`config.mk`:
```
export PLATFORM = sky130hd
export DESIGN_NAME = dma_port_arbiter
export DESIGN_NICKNAME = d
export VERILOG_FILES = /design/src/rtl/dma_port_arbiter_pkg.sv /design/src/rtl/dma_beat_counter.sv /design/src/rtl/dma_port_arbiter.sv
export SDC_FILE = /design/constraint.sdc
export NUM_CORES = 1
export LEC_CHECK = 0
export CAP_MARGIN = 15
export CORE_AREA = 3 3 170 172
export DETAILED_ROUTE_END_ITERATION = 16
export DIE_AREA = 0 0 173 175
export PLACE_DENSITY = 0.48
export REMOVE_ABC_BUFFERS = 1
export SLEW_MARGIN = 5
export SYNTH_ARGS = -nofsm -noshare
export SYNTH_HDL_FRONTEND = slang
export SYNTH_SLANG_ARGS = --single-unit
```
`constraint.sdc`:
```
create_clock -name clk -period 2.38 [get_ports clk]
set_clock_uncertainty 0.15 [all_clocks]
set_input_delay 0.476 -clock clk [delete_from_list [all_inputs] [get_ports clk]]
set_output_delay 0.476 -clock clk [all_outputs]
set_load 0.02 [all_outputs]
```
`src/rtl/dma_port_arbiter_pkg.sv`:
```
// Shared types and default widths for the DMA port arbiter.
// Latency: n/a (types only).
// Backpressure: n/a (types only).
package dma_port_arbiter_pkg;

  localparam int ARM_INTF_WIDTH  = 64;
  localparam int BURST_CNT_WIDTH = 5;
  localparam int DMA_ADDR_WIDTH  = 32;

  typedef enum logic [1:0] {
    ST_IDLE     = 2'd0,
    ST_WR_BURST = 2'd1,
    ST_RD_CMD   = 2'd2,
    ST_RD_DATA  = 2'd3
  } dma_arb_state_t;

  typedef enum logic {
    GNT_RX = 1'b0,
    GNT_TX = 1'b1
  } dma_grant_t;

  // Burst command captured at grant; zero while the arbiter is idle.
  typedef struct packed {
    logic [DMA_ADDR_WIDTH-1:0]  addr;
    logic [BURST_CNT_WIDTH-1:0] bcnt;
  } dma_burst_req_t;

endpackage

```
`src/rtl/dma_beat_counter.sv`:
```
// Remaining-beat counter for one burst: loaded at grant, decremented per beat.
// Latency: last flag is combinational from the registered count.
// Backpressure: none; beats are counted only when the caller signals them.
module dma_beat_counter #(
  parameter int BCNT_W = 5
) (
  input  logic              clk,
  input  logic              rst,
  input  logic              load,
  input  logic [BCNT_W-1:0] load_val,
  input  logic              beat,
  output logic              last
);

  logic [BCNT_W-1:0] remaining;

  // Load on grant, count down on each transferred beat, never wrap below zero.
  always_ff @(posedge clk) begin
    if (rst) begin
      remaining <= '0;
    end else if (load) begin
      remaining <= load_val;
    end else if (beat && (remaining != '0)) begin
      remaining <= remaining - 1'b1;
    end
  end

  assign last = (remaining == BCNT_W'(1));

endmodule

```
`src/rtl/dma_port_arbiter.sv`:
```
// Round-robin, burst-granular arbiter sharing one Avalon-MM DMA master between RX writes and TX reads.
// Latency: request seen in cycle N -> first bus command in N+1; read data forwarded combinationally.
// Backpressure: avm_waitrequest stalls write beats/read command; bursts never abort. Stats under DMA_ARB_STATS_EN.
module dma_port_arbiter
  import dma_port_arbiter_pkg::*;
#(
  parameter int DATA_W = ARM_INTF_WIDTH,
  parameter int BCNT_W = BURST_CNT_WIDTH,
  parameter int ADDR_W = DMA_ADDR_WIDTH
) (
  input  logic              clk,
  input  logic              rst,
  input  logic              rx_req,
  input  logic [ADDR_W-1:0] rx_addr,
  input  logic [BCNT_W-1:0] rx_bcnt,
  input  logic [DATA_W-1:0] rx_wdata,
  output logic              rx_beat_ack,
  output logic              rx_done,
  input  logic              tx_req,
  input  logic [ADDR_W-1:0] tx_addr,
  input  logic [BCNT_W-1:0] tx_bcnt,
  output logic [DATA_W-1:0] tx_rdata,
  output logic              tx_rvalid,
  output logic              tx_done,
  output logic [ADDR_W-1:0] avm_address,
  output logic              avm_read,
  output logic              avm_write,
  output logic [DATA_W-1:0] avm_writedata,
  output logic [BCNT_W-1:0] avm_burstcount,
  input  logic              avm_waitrequest,
  input  logic [DATA_W-1:0] avm_readdata,
  input  logic              avm_readdatavalid,
  output logic              arb_busy,
  output logic              protocol_err,
  output logic [31:0]       rx_grant_cnt,
  output logic [31:0]       tx_grant_cnt
);

  dma_arb_state_t state;
  dma_grant_t     last_grant;
  dma_burst_req_t burst_q;
  logic           rx_done_q;
  logic           tx_zero_done_q;
  logic           perr_q;

  logic              rx_ok, tx_ok;
  logic              grant_rx, grant_tx, grant_any;
  logic [BCNT_W-1:0] grant_bcnt;
  logic [ADDR_W-1:0] grant_addr;
  logic              wr_beat, rd_beat, last_beat;

  // A requester whose done pulse is visible this cycle still holds req; mask it so it is not regranted stale.
  assign rx_ok      = rx_req & ~rx_done_q;
  assign tx_ok      = tx_req & ~tx_zero_done_q;
  assign grant_rx   = (state == ST_IDLE) & rx_ok & (~tx_ok | (last_grant == GNT_TX));
  assign grant_tx   = (state == ST_IDLE) & tx_ok & ~grant_rx;
  assign grant_any  = grant_rx | grant_tx;
  assign grant_bcnt = grant_rx ? rx_bcnt : tx_bcnt;
  assign grant_addr = grant_rx ? rx_addr : tx_addr;

  assign wr_beat = (state == ST_WR_BURST) & ~avm_waitrequest;
  assign rd_beat = (state == ST_RD_DATA) & avm_readdatavalid;

  dma_beat_counter #(.BCNT_W(BCNT_W)) u_beat_cnt (
    .clk      (clk),
    .rst      (rst),
    .load     (grant_any),
    .load_val (grant_bcnt),
    .beat     (wr_beat | rd_beat),
    .last     (last_beat)
  );

  // Arbitration FSM: grant, run the burst to completion, capture done pulses and protocol errors.
  always_ff @(posedge clk) begin
    if (rst) begin
      state          <= ST_IDLE;
      last_grant     <= GNT_TX;
      burst_q        <= '0;
      rx_done_q      <= 1'b0;
      tx_zero_done_q <= 1'b0;
      perr_q         <= 1'b0;
    end else begin
      rx_done_q      <= 1'b0;
      tx_zero_done_q <= 1'b0;
      if (avm_readdatavalid && (state != ST_RD_DATA)) begin
        perr_q <= 1'b1;
      end
      case (state)
        ST_IDLE: begin
          if (grant_any) begin
            last_grant <= grant_rx ? GNT_RX : GNT_TX;
            if (grant_bcnt == '0) begin
              // Empty burst: no bus cycle, just acknowledge and flag it.
              perr_q         <= 1'b1;
              rx_done_q      <= grant_rx;
              tx_zero_done_q <= grant_tx;
            end else begin
              burst_q.addr <= DMA_ADDR_WIDTH'(grant_addr);
              burst_q.bcnt <= BURST_CNT_WIDTH'(grant_bcnt);
              state        <= grant_rx ? ST_WR_BURST : ST_RD_CMD;
            end
          end
        end
        ST_WR_BURST: begin
          if (wr_beat && last_beat) begin
            rx_done_q <= 1'b1;
            burst_q   <= '0;
            state     <= ST_IDLE;
          end
        end
        ST_RD_CMD: begin
          if (!avm_waitrequest) begin
            state <= ST_RD_DATA;
          end
        end
        ST_RD_DATA: begin
          if (rd_beat && last_beat) begin
            burst_q <= '0;
            state   <= ST_IDLE;
          end
        end
        default: state <= ST_IDLE;
      endcase
    end
  end

  assign avm_address    = ADDR_W'(burst_q.addr);
  assign avm_burstcount = BCNT_W'(burst_q.bcnt);
  assign avm_write      = (state == ST_WR_BURST);
  assign avm_read       = (state == ST_RD_CMD);
  assign avm_writedata  = avm_write ? rx_wdata : '0;
  assign rx_beat_ack    = wr_beat;
  assign rx_done        = rx_done_q;
  assign tx_rvalid      = rd_beat;
  assign tx_rdata       = rd_beat ? avm_readdata : '0;
  assign tx_done        = (rd_beat & last_beat) | tx_zero_done_q;
  assign arb_busy       = (state != ST_IDLE);
  assign protocol_err   = perr_q;

`ifdef DMA_ARB_STATS_EN
  logic [31:0] rx_cnt_q, tx_cnt_q;

  // Grant statistics, empty bursts included; free-running wrap.
  always_ff @(posedge clk) begin
    if (rst) begin
      rx_cnt_q <= '0;
      tx_cnt_q <= '0;
    end else begin
      if (grant_rx) rx_cnt_q <= rx_cnt_q + 32'd1;
      if (grant_tx) tx_cnt_q <= tx_cnt_q + 32'd1;
    end
  end

  assign rx_grant_cnt = rx_cnt_q;
  assign tx_grant_cnt = tx_cnt_q;
`else
  assign rx_grant_cnt = 32'd0;
  assign tx_grant_cnt = 32'd0;
`endif

endmodule

```
==> results of run 1 <==
==> worst max-delay path: cells and delay by family, from the launching register on <==
family                 cells  cell delay [ns]
and+or+nand+nor            2             0.33
buffers and inverters      3             0.71
DFF                        1             0.36
==> Yosys cell counts, drive strengths merged, types with 2 or more instances <==
master	number
nand3	36
a32o	2
nor2b	3
and2	129
dfxtp	48
a21oi	4
clkbuf	43
o211ai	3
a21o	5
o21ai	37
or4b	2
o2111ai	3
and3	3
a211oi	2
o32ai	2
nand2	41
ha	3
nor2	7
a211o	35
nor4b	2
nand2b	5
or4	3
inv	4
buf	71
a21boi	2
mux2i	36
==> power groups by stage <==
| stage | combinational, mW | sequential, mW | clock [mW] |
|---|---|---|---|
| 5_1_grt | 4.40 | 1.19 | 0.809 |
| 3_5_place_dp | 3.94 | 1.17 | 0 |
| 4_1_cts | 4.09 | 1.15 | 0.785 |
| 6_report | 4.08 | 1.16 | 0.758 |
| 2_1_floorplan | 1.65 | 1.39 | 0 |
| 3_3_place_gp | 3.95 | 1.17 | 0 |
==> through the flow <==
stage	instances	area (sq um)	setup WS, ns	utilization (%)
after floorplan	498	3720	-2.71	-
after global placement	1295	8380	-0.565	30.3
after detailed placement	1295	8380	-0.564	30.3
after CTS	1311	8710	-0.00396	31.5
after global routing	1315	8760	-0.0100	31.7
final	1315	8760	0.0578	31.7
==> path summary, 6_finish.rpt <==
path | startpoint | end | slack [ns] | cells after the start
min | avm_address[29] | avm_address[29] | 0.31 | 2
max | state[1] | avm_writedata[47] | 0.06 | 5
max reg2reg | state[1] | avm_address[14] | 0.10 | 6
min reg2reg | avm_address[29] | avm_address[29] | 0.31 | 2
==> per-layer routing <==
layer	up-vias	wire length, um	GRT usage (%)
li1	2521	-	-
met1	2396	11100	20.3
met2	232	12100	26.5
met3	15	2150	5.52
met4	2	163	1.99
met5	-	13	0
==> state kept, by name (all words and copies together) (netlist names) <==
name and flops:
avm_burstcount 5, last_grant 1, tx_zero_done_q 1, avm_address 32
state 2, rx_done 1, u_beat_cnt.remaining 5, protocol_err 1
==> cells by family (layout without fill, tap and decap cells) <==
logic type	Yosys count	in the layout	synth area share (%)
and+or+nand+nor	239	239	32.5
buffers and inverters	118	440	17.4
AOI/OAI and AO/OA	103	103	17.4
DFF	48	48	22.9
muxes	36	36	8.59
adders and majority gates	3	3	0.895
other	1	67	0.0894
xor gates and xnor gates	1	1	0.209
==> layout make-up <==
class | count | area [sq um]
sequential | 48 | 968
tap | 378 | 473
timing repair buffer | 428 | 4330
antenna | 3 | 7.51
clock inverter | 2 | 15.0
clock buffer | 6 | 139
fill | 3017 | 18900
inverter | 4 | 15.0
multi-input combinational | 446 | 2810
==> repair_timing <==
| item | in CTS | in global routing |
|---|---|---|
| pin swaps | 3 | 2 |
| resized for setup | 229 | 28 |
| endpoints found under the setup margin | 165 | 90 |
| cloned | 3 | 2 |
| endpoints found under the hold margin | 0 | 0 |
| setup buffers | 5 | 1 |
==> results.md, run 1 <==
* Critical path class: flop to output port
* Drt drc at 0
* Vias in the first global route at 5209
* Post-synth top area share at 22.9%
* Total gr overflow at 0
* Top cells by area, synth: dfxtp_1 23%, and2_1 19%, buf_4 12%, mux2i_1 8.6%, a211o_1 7.3%
* Crit path largest cell delay at 0.36 ns
* Clock buffer count from CTS at 5
* Slew Viols, Final at 0
* Most common cell after layout, fill and taps aside: clkdlybuf4s50_1
* Final setup vio count at 0
* CP cell instances: buf_4 -> nor2b_4 -> clkbuf_16 -> and2_1 -> dlygate4sd2_1
* Max cap viols at 0
* Lkg Pwr at 3.71 nW
* VDD IR max at 0.339 mV
* First-pass GRT wire length at 36600 um
* Clk Latency, worst-skew pair at 0.29 ns
* Vias at 5166
* Cell internal pwr at 3.39 mW
* Total power at 6.00 mW
* Switching Fraction at 43.5%
* Gr usage total at 15.8%
* Std cell rows at 61
* Chip Height at 175 um
* Final nets at 1144
* # hold bufs at CTS at 0
* Layout cells sized above 1 at 16.7%
* Cell Pwr Density at 685 nW/um^2
* Max Clk Rate at 431 MHz
* First drt pass iteration count at 6
* CTS tree: yes
* H-tree depth at 2
* TritonCTS sink count at 48
* Vias per inst at 3.93
* Mapped Cells at 549
* Final HPWL DP at 20600 um
* Count of synthesis-stage warnings from yosys at 0
* Buffers on Ports at 380
* Die area at 30300 sq um
* Gp weighted congestion at 0.784
* Mapped Area at 4190 sq um
* Crit path max-delay cell type: dfxtp_4
* Remaining antenna violation count at 0
* Yosys reg bits at 48
* Status: finished, final reports clean
* Clock Pin Slew Worst Setup and Hold Paths at 0.07 ns
* I/O pins at 445
* Part of the power in registers at 19.3%
* Root buffer cell: clkbuf_16
* EDFF count, synth at 0
* DRT iter0 DRCs at 208
* NetSw at 2.61 mW
* Most frequent cells in the layout: 239 x clkdlybuf4s50_1, 127 x and2_1, 64 x conb_1, 56 x buf_4, 50 x clkdlybuf4s15_2
* Avg WL per Cell at 19.5 um
* Setup TNS Final at 0 ns
* Clock tree buffer depth at 2
* Startpoint type of the worst setup path: flop
* Max Fanout on Critical Path at 33
* Crit share post-route at 97.6%
* Syn avg cell area at 7.64 sq um
* Critical Path End Type: output port
* Top_reg_cell synth: dfxtp_1
* Final wirelength at 25600 um
* Worst hold slack at 0.311 ns
* Arr. time, crit path at 1.70 ns
* Yosys top cell by area: dfxtp_1
* Sequential area share after synthesis at 22.9%
* Power share of the clock group at 12.6%
* Post-synthesis cell type count at 50
* Min Tclk post-route at 2.32 ns
* Final Hold Viols at 0
* Worst hold path type: flop to flop
* Layout area overhead at 109%
* CP Data Required Time at 1.75 ns
* Ys async rst share at 0%
* Placeable Area at 27600 sq um
* Combinational Power Share at 68.0%
* Largest net degree at the start of global routing at 67
* Initial Utilization at 15.2%
* Die X-Extent at 173 um
* Number of antenna violations at the first check in global routing at 6
(Power assumes the default switching activity.)
==> run 2, diff against run 1 <==
--- a/config.mk
+++ b/config.mk
@@ -6,10 +6,10 @@
 export NUM_CORES = 1
 export LEC_CHECK = 0
 export CAP_MARGIN = 15
-export CORE_AREA = 3 3 170 172
+export CORE_AREA = 3 3 171 173
 export DETAILED_ROUTE_END_ITERATION = 16
-export DIE_AREA = 0 0 173 175
-export PLACE_DENSITY = 0.48
+export DIE_AREA = 0 0 174 176
+export PLACE_DENSITY = 0.46
 export REMOVE_ABC_BUFFERS = 1
 export SLEW_MARGIN = 5
 export SYNTH_ARGS = -nofsm -noshare
==> constraint.sdc (replaced) <==
create_clock -name clk -period 2.2 [get_ports clk]
set_clock_uncertainty 0.15 [all_clocks]
set_input_delay 0.44 -clock clk [delete_from_list [all_inputs] [get_ports clk]]
set_output_delay 0.44 -clock clk [all_outputs]
set_load 0.02 [all_outputs]
==> run 2 against run 1 <==
- global-route usage up 0.28 points
- combinational power grew 11%
- highest routed layer unchanged
- via count rose by 1.4%
- worst setup slack worse by 0.045 ns
- register-to-register slack worse by 0.08 ns
- count of clock-buffer cells in the layout decreased by 1
- design area shrank 1.2%
- sequential share of layout area is 0.10 points higher
- power grew 11%
==> results.md, run 2 (synthesis gave the netlist of run 1 again) <==
* Fillers at 3056 (+1.3%)
* Avg WL per Cell at 19.7 um (+1.4%)
* Die X-Extent at 174 um (+0.58%)
* Multi-input combinational cell area at 2850 sq um (+1.5%)
* Lkg Pwr at 3.85 nW (+3.9%)
* Final wirelength at 26300 um (+2.6%)
* Clock buffer count from CTS at 5 (unchanged)
* Layout cells sized above 1 at 24.8% (+8.1 points)
* H-tree depth at 2 (unchanged)
* Clock Pin Slew Worst Setup and Hold Paths at 0.07 ns (about the same)
* Vias in the first global route at 5295 (+1.7%)
* Part of the power in registers at 18.7% (-0.6 points)
* Fin worst setup slack at 0.0128 ns (-0.0450 ns)
* Register Area at 966 sq um (-0.26%)
* Max Clk Rate at 457 MHz
* Buffers on Ports at 380 (unchanged)
* Arr. time, crit path at 2.26 ns (+0.56 ns)
* Std cell rows at 61 (unchanged)
* Gr usage total at 16.1% (+0.28 points)
* Critical path class: input port to flop
* Most frequent cells in the layout: 239 x clkdlybuf4s50_1, 115 x and2_1, 74 x buf_4, 64 x conb_1, 54 x buf_2
* Combinational Power Share at 67.9% (about the same)
* R2r setup slk at 0.02 ns (-0.08 ns)
* Cell internal pwr at 3.81 mW (+12%)
* Worst Hold End: avm_address[4]
* TritonCTS sink count at 48 (unchanged)
* Power share of the clock group at 13.5% (+0.9 points)
* Worst Reg2Reg Path Length in Cells at 6 (unchanged)
* Final nets at 1160 (+1.4%)
* R2R Path Start: state[0]
* Total power at 6.67 mW (+11%)
* Cell mode on critical path: or4_4
* First drt pass iteration count at 4 (-2)
* CP cell instances: clkdlybuf4s15_1 -> or4_4 -> or4_4 -> nand3_4 -> buf_4 -> buf_16 -> mux2i_1
* Placeable Area at 27800 sq um (+0.55%)
* Status: finished, final reports clean
* Crit path largest cell delay at 0.55 ns (+0.19 ns)
* Cell Pwr Density at 770 nW/um^2 (+12%)
* Critical Path End Type: flop
* Hold Startpoint: avm_address[4]
* Worst hold path type: flop to flop
* Slew Viols, Final at 0 (unchanged)
* Total gr overflow at 0 (unchanged)
* Drt drc at 0 (unchanged)
* CTS tree: yes
* Clk Latency, worst-skew pair at 0.29 ns (about the same)
* Chip Height at 176 um (+0.57%)
* Unrepaired setup endpoints after global routing: true
* Root buffer cell: clkbuf_16
* Initial Utilization at 15.1% (-0.083 points)
* Number of antenna violations at the first check in global routing at 3 (-3)
* Largest net degree at the start of global routing at 40 (-40%)
* Gp weighted congestion at 0.811 (+3.5%)
* Min Tclk post-route at 2.19 ns
* Dpl ws at -0.580 ns (-0.0158 ns)
* VDD IR max at 0.398 mV (+17%)
* I/O pins at 445 (unchanged)
* Finished Layout Cells at 1331 (+1.2%)
* Setup TNS Final at 0 ns (unchanged)
* Max cap viols at 0 (unchanged)
* Startpoint type of the worst setup path: input port
* Inst Count DP at 1305 (+0.77%)
* Vias per inst at 3.94 (+0.17%)
* Number of flip-flops in the largest register at 32 (unchanged)
* Crit-path leading delay family: simple AND/OR/NAND/NOR gates
* Most common cell after layout, fill and taps aside: clkdlybuf4s50_1
* CP Data Required Time at 2.28 ns (+0.53 ns)
* NetSw at 2.86 mW (+9.4%)
* Vias at 5238 (+1.4%)
* Crit path max-delay cell type: or4_4
* Crit share post-route at 99.4%
* Final setup vio count at 0 (unchanged)
* Remaining antenna violation count at 0 (unchanged)
* Clock tree buffer depth at 2 (unchanged)
* Final HPWL DP at 21400 um (+3.9%)
* CP Buf/Inv Count at 3 (unchanged)
* Max Fanout on Critical Path at 7 (-79%)
* Final Hold Viols at 0 (unchanged)
* Worst R2R End: avm_burstcount[1]
* DRT iter0 DRCs at 193 (-7.2%)
* Worst Hold Depth at 2 (unchanged)
* Die area at 30600 sq um (+1.2%)
* First-pass GRT wire length at 37000 um (+1.1%)
* Utilization after layout at 31.2% (-0.54 points)
* Layout area overhead at 106%
* Switching Fraction at 42.9% (-0.65 points)
-- run 2: cell count changes in the layout (fill, tap and decap cells not counted), sizes merged --
cell | before | now
clkbuf | 10 | 32
clkdlybuf4s15 | 66 | 6
clkinv | 0 | 1
dlygate4sd2 | 45 | 4
clkinvlp | 2 | 1
bufinv | 0 | 1
bufbuf | 0 | 2
buf | 74 | 166
-- run 2: worst max path at each step --
stage	from	endpoint	cells after the start
6_report	rx_bcnt[3]	avm_burstcount[1]	7
5_1_grt	state[0]	avm_address[16]	6
4_1_cts	state[1]	avm_writedata[53]	7
3_5_place_dp	avm_readdatavalid	tx_rdata[25]	5
3_3_place_gp	avm_readdatavalid	tx_rdata[63]	5
2_1_floorplan	state[0]	u_beat_cnt.remaining[3]	4
-- run 2: power groups by stage --
stage | clock, mW | combinational [mW] | sequential, mW
4_1_cts | 0.930 | 4.66 | 1.24
3_5_place_dp | 0 | 4.37 | 1.25
6_report | 0.898 | 4.52 | 1.24
2_1_floorplan | 0 | 1.78 | 1.50
3_3_place_gp | 0 | 4.40 | 1.25
5_1_grt | 0.966 | 4.85 | 1.28
-- run 2: metrics by stage --
stage / cell area [sq um] / hold slack [ns]
after floorplan: 3720 / 0.326
after global placement: 8500 / 0.293
after detailed placement: 8500 / 0.300
after CTS: 8770 / 0.312
after global routing: 8650 / 0.330
final: 8660 / 0.309
-- run 2: final cells by class --
type	instances	share of cell area (%)
timing repair buffer	444	48.2
multi-input combinational	446	32.9
tap	378	5.46
clock inverter	3	0.491
sequential	48	11.2
antenna	3	0.0867
inverter	4	0.173
clock buffer	5	1.45
-- run 2: worst min-delay path, stage by stage (launching register included) --
cell	delay, ns
dfxtp_1	0.31
nand2_1	0.05
mux2i_1	0.05
-- run 2: routing by layer --
metal	routed length [um]	global-route usage, %	up-vias
li1	-	-	2551
met1	11600	21.0	2438
met2	12500	27.3	229
met3	1820	4.52	16
met4	303	2.28	4
met5	21	0	-
-- run 2: timing repair --
item | 4_1_cts | 5_1_grt
pin swaps | 5 | 4
gates resized for setup | 411 | 52
hold buffers | 0 | 0
cloned | 7 | 1
buffers inserted | 8 | 1
endpoints found under the setup margin | 163 | 91
